## config.mk

```make
export PLATFORM = sky130hd
export DESIGN_NAME = mem_arbiter_flat
export DESIGN_NICKNAME = d
export VERILOG_FILES = /design/src/rtl/mem_arbiter_if.sv /design/src/rtl/mem_arbiter.sv /design/src/flat_wrapper.sv
export SDC_FILE = /design/constraint.sdc
export NUM_CORES = 1
export LEC_CHECK = 0
export ABC_CLOCK_PERIOD_IN_PS = 4500
export CORE_MARGIN = 5
export CORE_UTILIZATION = 37
export CTS_CLUSTER_DIAMETER = 40
export DETAILED_ROUTE_END_ITERATION = 10
export HOLD_SLACK_MARGIN = 0.03
export PLACE_DENSITY = 0.81
export REMOVE_ABC_BUFFERS = 1
export SLEW_MARGIN = 15
export SYNTH_ARGS = -nofsm -noshare
export SYNTH_HDL_FRONTEND = slang
export SYNTH_SLANG_ARGS = --single-unit
```

## constraint.sdc

```tcl
create_clock -name ref_clk -period 4.5 [get_ports ref_clk]
set_input_delay 0.675 -clock ref_clk [delete_from_list [all_inputs] [get_ports ref_clk]]
set_output_delay 0.675 -clock ref_clk [all_outputs]
set_load 0.02 [all_outputs]
```

## src/rtl/mem_arbiter_if.sv

```systemverilog
// Bus bundle joining the fetch port, the data port and the shared single-port memory.
// The arbiter takes the slave view; the surrounding system takes the master view.
interface mem_arbiter_if #(
    parameter int AW = 32,
    parameter int DW = 32
);
    logic          if_req;
    logic [AW-1:0] if_addr;
    logic          if_gnt;
    logic          if_rvalid;
    logic [DW-1:0] if_rdata;

    logic          dm_req;
    logic          dm_we;
    logic [AW-1:0] dm_addr;
    logic [DW-1:0] dm_wdata;
    logic          dm_gnt;
    logic          dm_rvalid;
    logic [DW-1:0] dm_rdata;

    logic          mem_req;
    logic          mem_we;
    logic [AW-1:0] mem_addr;
    logic [DW-1:0] mem_wdata;
    logic          mem_ready;
    logic [DW-1:0] mem_rdata;

    modport slave (
        input  if_req, if_addr, dm_req, dm_we, dm_addr, dm_wdata, mem_ready, mem_rdata,
        output if_gnt, if_rvalid, if_rdata, dm_gnt, dm_rvalid, dm_rdata,
               mem_req, mem_we, mem_addr, mem_wdata
    );

    modport master (
        output if_req, if_addr, dm_req, dm_we, dm_addr, dm_wdata, mem_ready, mem_rdata,
        input  if_gnt, if_rvalid, if_rdata, dm_gnt, dm_rvalid, dm_rdata,
               mem_req, mem_we, mem_addr, mem_wdata
    );
endinterface

```

## src/rtl/mem_arbiter.sv

```systemverilog
// Two-port arbiter (instruction fetch / data memory) in front of one single-port memory.
// Data accesses have priority; a saturating counter bounds how long a waiting fetch starves.
module mem_arbiter #(
    parameter int AW           = 32,
    parameter int DW           = 32,
    parameter int STARVE_LIMIT = 4
) (
    input  logic          ref_clk,
    input  logic          reset,
    mem_arbiter_if.slave  bus
);
    localparam int SW = $clog2(STARVE_LIMIT + 1);
    localparam logic [SW-1:0] STARVE_MAX = SW'(STARVE_LIMIT);

    typedef enum logic [1:0] {
        IDLE    = 2'd0,
        BUSY_IF = 2'd1,
        BUSY_DM = 2'd2
    } state_t;

    state_t        state_r;
    state_t        state_nxt_s;
    logic [SW-1:0] starve_cnt_r;
    logic          sel_if_s;
    logic          sel_dm_s;
    logic          if_gnt_s;
    logic          dm_gnt_s;
    logic          mem_req_r;
    logic          mem_we_r;
    logic [AW-1:0] mem_addr_r;
    logic [DW-1:0] mem_wdata_r;
    logic          if_rvalid_r;
    logic          dm_rvalid_r;
    logic [DW-1:0] if_rdata_r;
    logic [DW-1:0] dm_rdata_r;

    // Winner selection: data wins unless a fetch has used up its starvation budget.
    always_comb begin
        sel_if_s = 1'b0;
        sel_dm_s = 1'b0;
        if (bus.if_req && (!bus.dm_req || (starve_cnt_r == STARVE_MAX))) begin
            sel_if_s = 1'b1;
        end else if (bus.dm_req) begin
            sel_dm_s = 1'b1;
        end else begin
            sel_if_s = 1'b0;
            sel_dm_s = 1'b0;
        end
    end

    // FSM state register.
    always_ff @(posedge ref_clk or posedge reset) begin
        if (reset) begin
            state_r <= IDLE;
        end else begin
            state_r <= state_nxt_s;
        end
    end

    // FSM next-state logic.
    always_comb begin
        state_nxt_s = state_r;
        case (state_r)
            IDLE: begin
                if (sel_if_s) begin
                    state_nxt_s = BUSY_IF;
                end else if (sel_dm_s) begin
                    state_nxt_s = BUSY_DM;
                end else begin
                    state_nxt_s = IDLE;
                end
            end
            BUSY_IF, BUSY_DM: begin
                if (bus.mem_ready) begin
                    state_nxt_s = IDLE;
                end else begin
                    state_nxt_s = state_r;
                end
            end
            default: state_nxt_s = IDLE;
        endcase
    end

    // FSM outputs: grants are combinational and only ever offered from IDLE.
    always_comb begin
        if_gnt_s = 1'b0;
        dm_gnt_s = 1'b0;
        if ((state_r == IDLE) && !reset) begin
            if_gnt_s = sel_if_s;
            dm_gnt_s = sel_dm_s;
        end else begin
            if_gnt_s = 1'b0;
            dm_gnt_s = 1'b0;
        end
    end

    // Memory command capture on grant, and read data / completion pulses on mem_ready.
    always_ff @(posedge ref_clk or posedge reset) begin
        if (reset) begin
            mem_req_r   <= 1'b0;
            mem_we_r    <= 1'b0;
            mem_addr_r  <= {AW{1'b0}};
            mem_wdata_r <= {DW{1'b0}};
            if_rvalid_r <= 1'b0;
            dm_rvalid_r <= 1'b0;
            if_rdata_r  <= {DW{1'b0}};
            dm_rdata_r  <= {DW{1'b0}};
        end else begin
            if_rvalid_r <= 1'b0;
            dm_rvalid_r <= 1'b0;
            if (if_gnt_s) begin
                mem_req_r   <= 1'b1;
                mem_we_r    <= 1'b0;
                mem_addr_r  <= bus.if_addr;
                mem_wdata_r <= {DW{1'b0}};
            end else if (dm_gnt_s) begin
                mem_req_r   <= 1'b1;
                mem_we_r    <= bus.dm_we;
                mem_addr_r  <= bus.dm_addr;
                mem_wdata_r <= bus.dm_wdata;
            end else if ((state_r != IDLE) && bus.mem_ready) begin
                mem_req_r <= 1'b0;
                if (state_r == BUSY_IF) begin
                    if_rvalid_r <= 1'b1;
                    if_rdata_r  <= bus.mem_rdata;
                end else begin
                    dm_rvalid_r <= 1'b1;
                    // Write completions leave the last read value untouched.
                    if (!mem_we_r) begin
                        dm_rdata_r <= bus.mem_rdata;
                    end else begin
                        dm_rdata_r <= dm_rdata_r;
                    end
                end
            end else begin
                mem_req_r <= mem_req_r;
            end
        end
    end

    // Consecutive data grants taken while a fetch was waiting, saturating.
    always_ff @(posedge ref_clk or posedge reset) begin
        if (reset) begin
            starve_cnt_r <= {SW{1'b0}};
        end else if (if_gnt_s) begin
            starve_cnt_r <= {SW{1'b0}};
        end else if (dm_gnt_s) begin
            if (!bus.if_req) begin
                starve_cnt_r <= {SW{1'b0}};
            end else if (starve_cnt_r == STARVE_MAX) begin
                starve_cnt_r <= starve_cnt_r;
            end else begin
                starve_cnt_r <= starve_cnt_r + SW'(1);
            end
        end else begin
            starve_cnt_r <= starve_cnt_r;
        end
    end

    assign bus.if_gnt    = if_gnt_s;
    assign bus.dm_gnt    = dm_gnt_s;
    assign bus.mem_req   = mem_req_r;
    assign bus.mem_we    = mem_we_r;
    assign bus.mem_addr  = mem_addr_r;
    assign bus.mem_wdata = mem_wdata_r;
    assign bus.if_rvalid = if_rvalid_r;
    assign bus.dm_rvalid = dm_rvalid_r;
    assign bus.if_rdata  = if_rdata_r;
    assign bus.dm_rdata  = dm_rdata_r;
endmodule
```

## src/flat_wrapper.sv

```systemverilog
// flat-port wrapper written by rule: the top's interface ports become plain ports
module mem_arbiter_flat 
#(
    parameter int AW           = 32,
    parameter int DW           = 32,
    parameter int STARVE_LIMIT = 4
)
  (ref_clk, reset, bus_if_req, bus_if_addr, bus_dm_req, bus_dm_we, bus_dm_addr, bus_dm_wdata, bus_mem_ready, bus_mem_rdata, bus_if_gnt, bus_if_rvalid, bus_if_rdata, bus_dm_gnt, bus_dm_rvalid, bus_dm_rdata, bus_mem_req, bus_mem_we, bus_mem_addr, bus_mem_wdata);
  mem_arbiter_if #(.AW(AW), .DW(DW)) bus_i ();
  input  logic ref_clk;
  input  logic reset;
  input wire logic [$bits(bus_i.if_req)-1:0] bus_if_req;
  input wire logic [$bits(bus_i.if_addr)-1:0] bus_if_addr;
  input wire logic [$bits(bus_i.dm_req)-1:0] bus_dm_req;
  input wire logic [$bits(bus_i.dm_we)-1:0] bus_dm_we;
  input wire logic [$bits(bus_i.dm_addr)-1:0] bus_dm_addr;
  input wire logic [$bits(bus_i.dm_wdata)-1:0] bus_dm_wdata;
  input wire logic [$bits(bus_i.mem_ready)-1:0] bus_mem_ready;
  input wire logic [$bits(bus_i.mem_rdata)-1:0] bus_mem_rdata;
  output wire logic [$bits(bus_i.if_gnt)-1:0] bus_if_gnt;
  output wire logic [$bits(bus_i.if_rvalid)-1:0] bus_if_rvalid;
  output wire logic [$bits(bus_i.if_rdata)-1:0] bus_if_rdata;
  output wire logic [$bits(bus_i.dm_gnt)-1:0] bus_dm_gnt;
  output wire logic [$bits(bus_i.dm_rvalid)-1:0] bus_dm_rvalid;
  output wire logic [$bits(bus_i.dm_rdata)-1:0] bus_dm_rdata;
  output wire logic [$bits(bus_i.mem_req)-1:0] bus_mem_req;
  output wire logic [$bits(bus_i.mem_we)-1:0] bus_mem_we;
  output wire logic [$bits(bus_i.mem_addr)-1:0] bus_mem_addr;
  output wire logic [$bits(bus_i.mem_wdata)-1:0] bus_mem_wdata;
  assign bus_i.if_req = bus_if_req;
  assign bus_i.if_addr = bus_if_addr;
  assign bus_i.dm_req = bus_dm_req;
  assign bus_i.dm_we = bus_dm_we;
  assign bus_i.dm_addr = bus_dm_addr;
  assign bus_i.dm_wdata = bus_dm_wdata;
  assign bus_i.mem_ready = bus_mem_ready;
  assign bus_i.mem_rdata = bus_mem_rdata;
  assign bus_if_gnt = bus_i.if_gnt;
  assign bus_if_rvalid = bus_i.if_rvalid;
  assign bus_if_rdata = bus_i.if_rdata;
  assign bus_dm_gnt = bus_i.dm_gnt;
  assign bus_dm_rvalid = bus_i.dm_rvalid;
  assign bus_dm_rdata = bus_i.dm_rdata;
  assign bus_mem_req = bus_i.mem_req;
  assign bus_mem_we = bus_i.mem_we;
  assign bus_mem_addr = bus_i.mem_addr;
  assign bus_mem_wdata = bus_i.mem_wdata;
  mem_arbiter #(.AW(AW), .DW(DW), .STARVE_LIMIT(STARVE_LIMIT)) u_core (.ref_clk(ref_clk), .reset(reset), .bus(bus_i));
endmodule
```

# --- Word level (Yosys, flattened, before mapping) ---
# Cells that the tools add are included.
classes:
  multipliers: 0
  shift: 0
  order_cmp: 0
  div: 0
  reduce_logical: 14
  eq_ne: 5
  n_mux: 30
  bitwise_logic: 4
  addsub: 1
ops:
  columns: ["op", "count"]
  rows:
  - ["32-bit 2-to-1 mux", 4]
  - ["1-bit 2-to-1 mux", 18]
  - ["3-bit 2-to-1 mux", 4]
  - ["2-bit 2-to-1 mux", 3]
  - ["5-bit AND reduction", 1]
  - ["1-bit NOT", 4]
  - ["2-bit one-hot mux with 2 select lines", 1]
  - ["4-bit AND reduction", 1]
  - ["2-bit nonzero test", 2]
  - ["3-bit by 1-bit adder with 3-bit output, second input constant", 1]
  - ["3-bit equality test, second input constant", 1]
  - ["1-bit logical AND", 3]
  - ["3-bit inequality test, second input constant", 1]
  - ["3-bit nonzero test", 1]
  - ["2-bit by 1-bit equality test with 1-bit output, second input constant", 1]
  - ["2-bit equality test, second input constant", 1]
  - ["1-bit zero test", 2]
  - ["2-bit zero test", 1]
  - ["2-bit inequality test, second input constant", 1]
  - ["2-bit AND reduction", 1]
  - ["2-bit OR reduction", 1]
  - ["1-bit logical OR", 1]
word_totals:
  regBits: 137
  latchBits: 0
  ram_bits: 0
  out_inout_bits: 134
  memories: 0
  elab_cells: 64
  in_bits: 134
  romBits: 0

# --- Logic depth before layout (Yosys ltp) ---
logic_depth:
  depth_word: 7
  ltp_mapped: 8
  depth_no_buf: 5

# --- Least setup slack after synthesis ---
# Ideal clock, no wire load.
synth_timing:
  kind: "input to output"
  from: "input port reset"
  to: "output port bus_dm_gnt"
  t_arrival_ns: 1.361
  cell_stages: 5
  path_slack_ns: 2.464
  path_cell_list: "and3b_1 -> buf_6 -> and2_4 -> buf_6 -> buf_6"
synth_between:
  elab_chain_cells: 3
synth_lines:
  columns: ["element", "line_no", "source"]
  rows:
  - ["start, declared", "flat_wrapper.sv:11", "input logic reset;"]
  - ["1-bit zero test (no source line)", null, null]
  - ["1-bit logical AND", "mem_arbiter.sv:88", "if ((state_r == IDLE) && !reset) begin"]
  - ["1-bit 2-to-1 mux", "mem_arbiter.sv:88", null]
  - ["end, declared", "flat_wrapper.sv:23", "output wire logic [$bits(bus_i.dm_gnt)-1:0] bus_dm_gnt;"]
# No other way between the ends.

# --- Worst setup path after layout ---
layout_timing:
  from: "input port bus_if_req"
  to: "output port bus_dm_gnt"
layout_between:
  elab_chain_cells: 3
layout_lines:
  columns: ["element", "line_no", "source"]
  rows:
  - ["start, declared", "flat_wrapper.sv:12", "input wire logic [$bits(bus_i.if_req)-1:0] bus_if_req;"]
  - ["1-bit logical AND", "mem_arbiter.sv:41", "if (bus.if_req && (!bus.dm_req || (starve_cnt_r == STARVE_MAX))) begin"]
  - ["1-bit 2-to-1 mux", "mem_arbiter.sv:41", null]
  - ["1-bit 2-to-1 mux", "mem_arbiter.sv:88", null]
# No other way between the ends.

==> flow_metrics.tcl <==
set metrics [dict create \
    status "finished, final reports clean" \
    fp.dieW_um 133.7 \
    die_area_um2 17870 \
    wire_per_inst_um 19.89 \
    setup_violations 0 \
    drive_gt1_share_pct 14.10 \
    synth-seq-cells 137 \
    finalCritPeriodShare_pct 77.08 \
    clk_latency_ns 0.41 \
    drt_iter0_drc 285 \
    grt_max_degree 115 \
    report.final.slew_viol_count 0 \
    place_hpwl_mm 12.41 \
    maxSlewHeadroom_pct 29.21 \
    cts_tree "built" \
    die_y_um 133.7 \
    ctsRootBufferMaster "clkbuf_16" \
    critPathKind "input port to output pin" \
    p_per_area_nw_per_um2 746.3 \
    place_congestion 0.8669 \
    design.core.area_um2 15090 \
    crit_fanout 34 \
    finalHoldViolCount 0 \
    fin_skew_ns 0.009733 \
    syn_inst 411 \
    cts.clk_slew.worst_paths_ns 0.06 \
    cts_buffers 17 \
    drc 0 \
    num_rows 45 \
    dr.pass1.iters 4 \
    port_buffers 267 \
    crit_arrival_ns 2.79 \
    min_period_ns 3.469 \
    overflow 0 \
    cp.required_ns 3.83 \
    clock_path_buffers 2 \
    via_per_inst 5.324 \
    clock-sinks 137 \
    postCtsResizedCells 0 \
    fmax_mhz 288.3 \
    synth.avg_cell_area_um2 13.77 \
    maxCapViolCount 0 \
    final_antenna_net_count 0 \
    num_vias 4632 \
    drt-total-wl_mm 17.31 \
    end_kind "output pin" \
    initial_utilization_pct 37.51 \
    grt_pass1_vias 5085 \
    hold_buffers 0 \
    ios 268 \
    fin_util_pct 60.02 \
    area_growth_pct 60.01 \
    start_kind "input port" \
    worst_pin_slew_ns 1.062 \
    nFillCells 1179 \
    ir_drop_uv 461.5 \
    antenna_found_initial 1 \
    final_common_cell "clkdlybuf4s50_1" \
    final_cell_mix "clkdlybuf4s50_1 (267), dfrtp_1 (137), mux2_2 (47), o2bb2ai_1 (35), a22o_1 (33)" \
    yosysWarnings 0 \
    cts_setup_buffers 0 \
    synth_area_um2 5660 \
    fin_setup_tns_ns 0 \
    hold_path_class "flop to flop" \
    grtUsageTotal_pct 19.24 \
    final_nets 806 \
    grt_pass1_wl_mm 27.39 \
    cts_htree_levels 4 \
    leakage_nw 3.784 \
    yosysSeqAreaShare_pct 60.57 \
    synth_cell_type_count 31 \
    grt_setup_unrepaired "no" \
]
-- sequential cells by signal, indices dropped and copies added, names as in the netlist --
register and count:
u_core.bus.mem_addr 32, u_core.bus.dm_rvalid 1, u_core.bus.if_rdata 32, u_core.bus.if_rvalid 1, u_core.bus.mem_we 1, u_core.bus.dm_rdata 32, u_core.bus.mem_wdata 32, u_core.bus.mem_req 1
u_core.starve_cnt_r 3, u_core.state_r 2
-- worst max-delay path, cell delays in order --
cell             delay, ns
clkdlybuf4s50_1       0.50
nand3_1               0.13
buf_4                 0.34
and2_4                0.46
clkdlybuf4s50_1       0.69
-- stage by stage --
stage	setup slack [ns]	hold slack, ns	instances	instance area, um^2	total power [mW]
after detailed placement	1.061	0.4710	837	8431	5.335
after CTS	1.053	0.4832	869	9055	6.833
final	1.031	0.4828	870	9057	6.759
after floorplan	0.1572	0.4497	371	5433	3.686
after global placement	1.091	0.4620	837	8431	5.237
after global routing	0.9128	0.5068	870	9057	7.110
-- synth_stat cells --
library cell / instances / share of area, %
o21ai_0: 1 / 0.088
and2_4: 1 / 0.15
nor3b_1: 1 / 0.13
nor3_4: 1 / 0.29
ha_1: 4 / 0.88
nand3b_1: 1 / 0.13
nand2b_1: 1 / 0.11
and2_1: 1 / 0.11
buf_6: 5 / 0.99
or2_1: 1 / 0.11
a22o_1: 33 / 5.1
a211oi_1: 1 / 0.13
nor2_1: 1 / 0.066
inv_1: 7 / 0.46
a32oi_1: 32 / 5.0
nand3_1: 2 / 0.18
buf_4: 5 / 0.66
o2bb2ai_1: 35 / 5.4
clkbuf_1: 13 / 0.86
a21oi_1: 32 / 2.8
a21bo_2: 1 / 0.18
a21o_1: 1 / 0.13
nand2_2: 1 / 0.11
mux2_2: 47 / 9.4
a31oi_1: 1 / 0.11
mux2_1: 17 / 3.4
dfrtp_1: 137 / 61
buf_2: 17 / 1.5
nor2b_1: 2 / 0.22
and3b_1: 2 / 0.31
nand2_1: 7 / 0.46
-- metal layers --
layer  track usage (%)  wire (um)  up-vias
met5                 0          0        -
li1                  -          -     2076
met2             33.47       8987      215
met4             5.771        318        0
met1             22.65       6596     2317
met3             6.420       1406       24
-- cell families (layout without fill, tap and decap cells) --
| logic type | after synthesis | in the layout | share of synthesized area [%] |
|---|---|---|---|
| AOI/OAI and AO/OA | 137 | 137 | 18.94 |
| other | 0 | 1 | 0 |
| adders and majority gates | 4 | 4 | 0.8842 |
| DFF | 137 | 137 | 60.57 |
| muxes | 64 | 64 | 12.73 |
| and+or+nand+nor | 22 | 22 | 2.388 |
| buffers and inverters | 47 | 317 | 4.487 |
-- report_power, final --
group	total, mW	switching, mW	internal [mW]
Clock	1.46	0.530	0.928
Combinational	3.13	1.53	1.60
Sequential	2.17	0.352	1.82
Total	6.76	2.41	4.35
-- layout make-up --
class	instances	area (um^2)	share of cell area, %
flip-flops and latches	137	3428	37.85
repair buffers	278	2755	30.42
multi-input cells	227	1981	21.87
clock buffers	17	425.4	4.697
well taps	188	235.2	2.597
clock inverters	15	198.9	2.196
inverters	7	31.28	0.3454
diodes	1	2.502	0.02763
-- path summary, 6_finish.rpt --
kind | cells past startpoint | end | slack [ns] | from
max in group asynchronous | 2 | u_core.bus.mem_addr[25] | 2.72 | reset
worst min register to register | 1 | u_core.bus.dm_rdata[21] | 0.48 | u_core.bus.dm_rdata[21]
worst max register to register | 7 | u_core.bus.mem_wdata[27] | 1.96 | u_core.state_r[1]
worst min-delay path | 1 | u_core.bus.dm_rdata[21] | 0.48 | u_core.bus.dm_rdata[21]
min in group asynchronous | 2 | u_core.bus.mem_addr[3] | 1.00 | reset
worst max-delay path | 5 | bus_dm_gnt | 1.03 | bus_if_req
(Power assumes the default switching activity.)
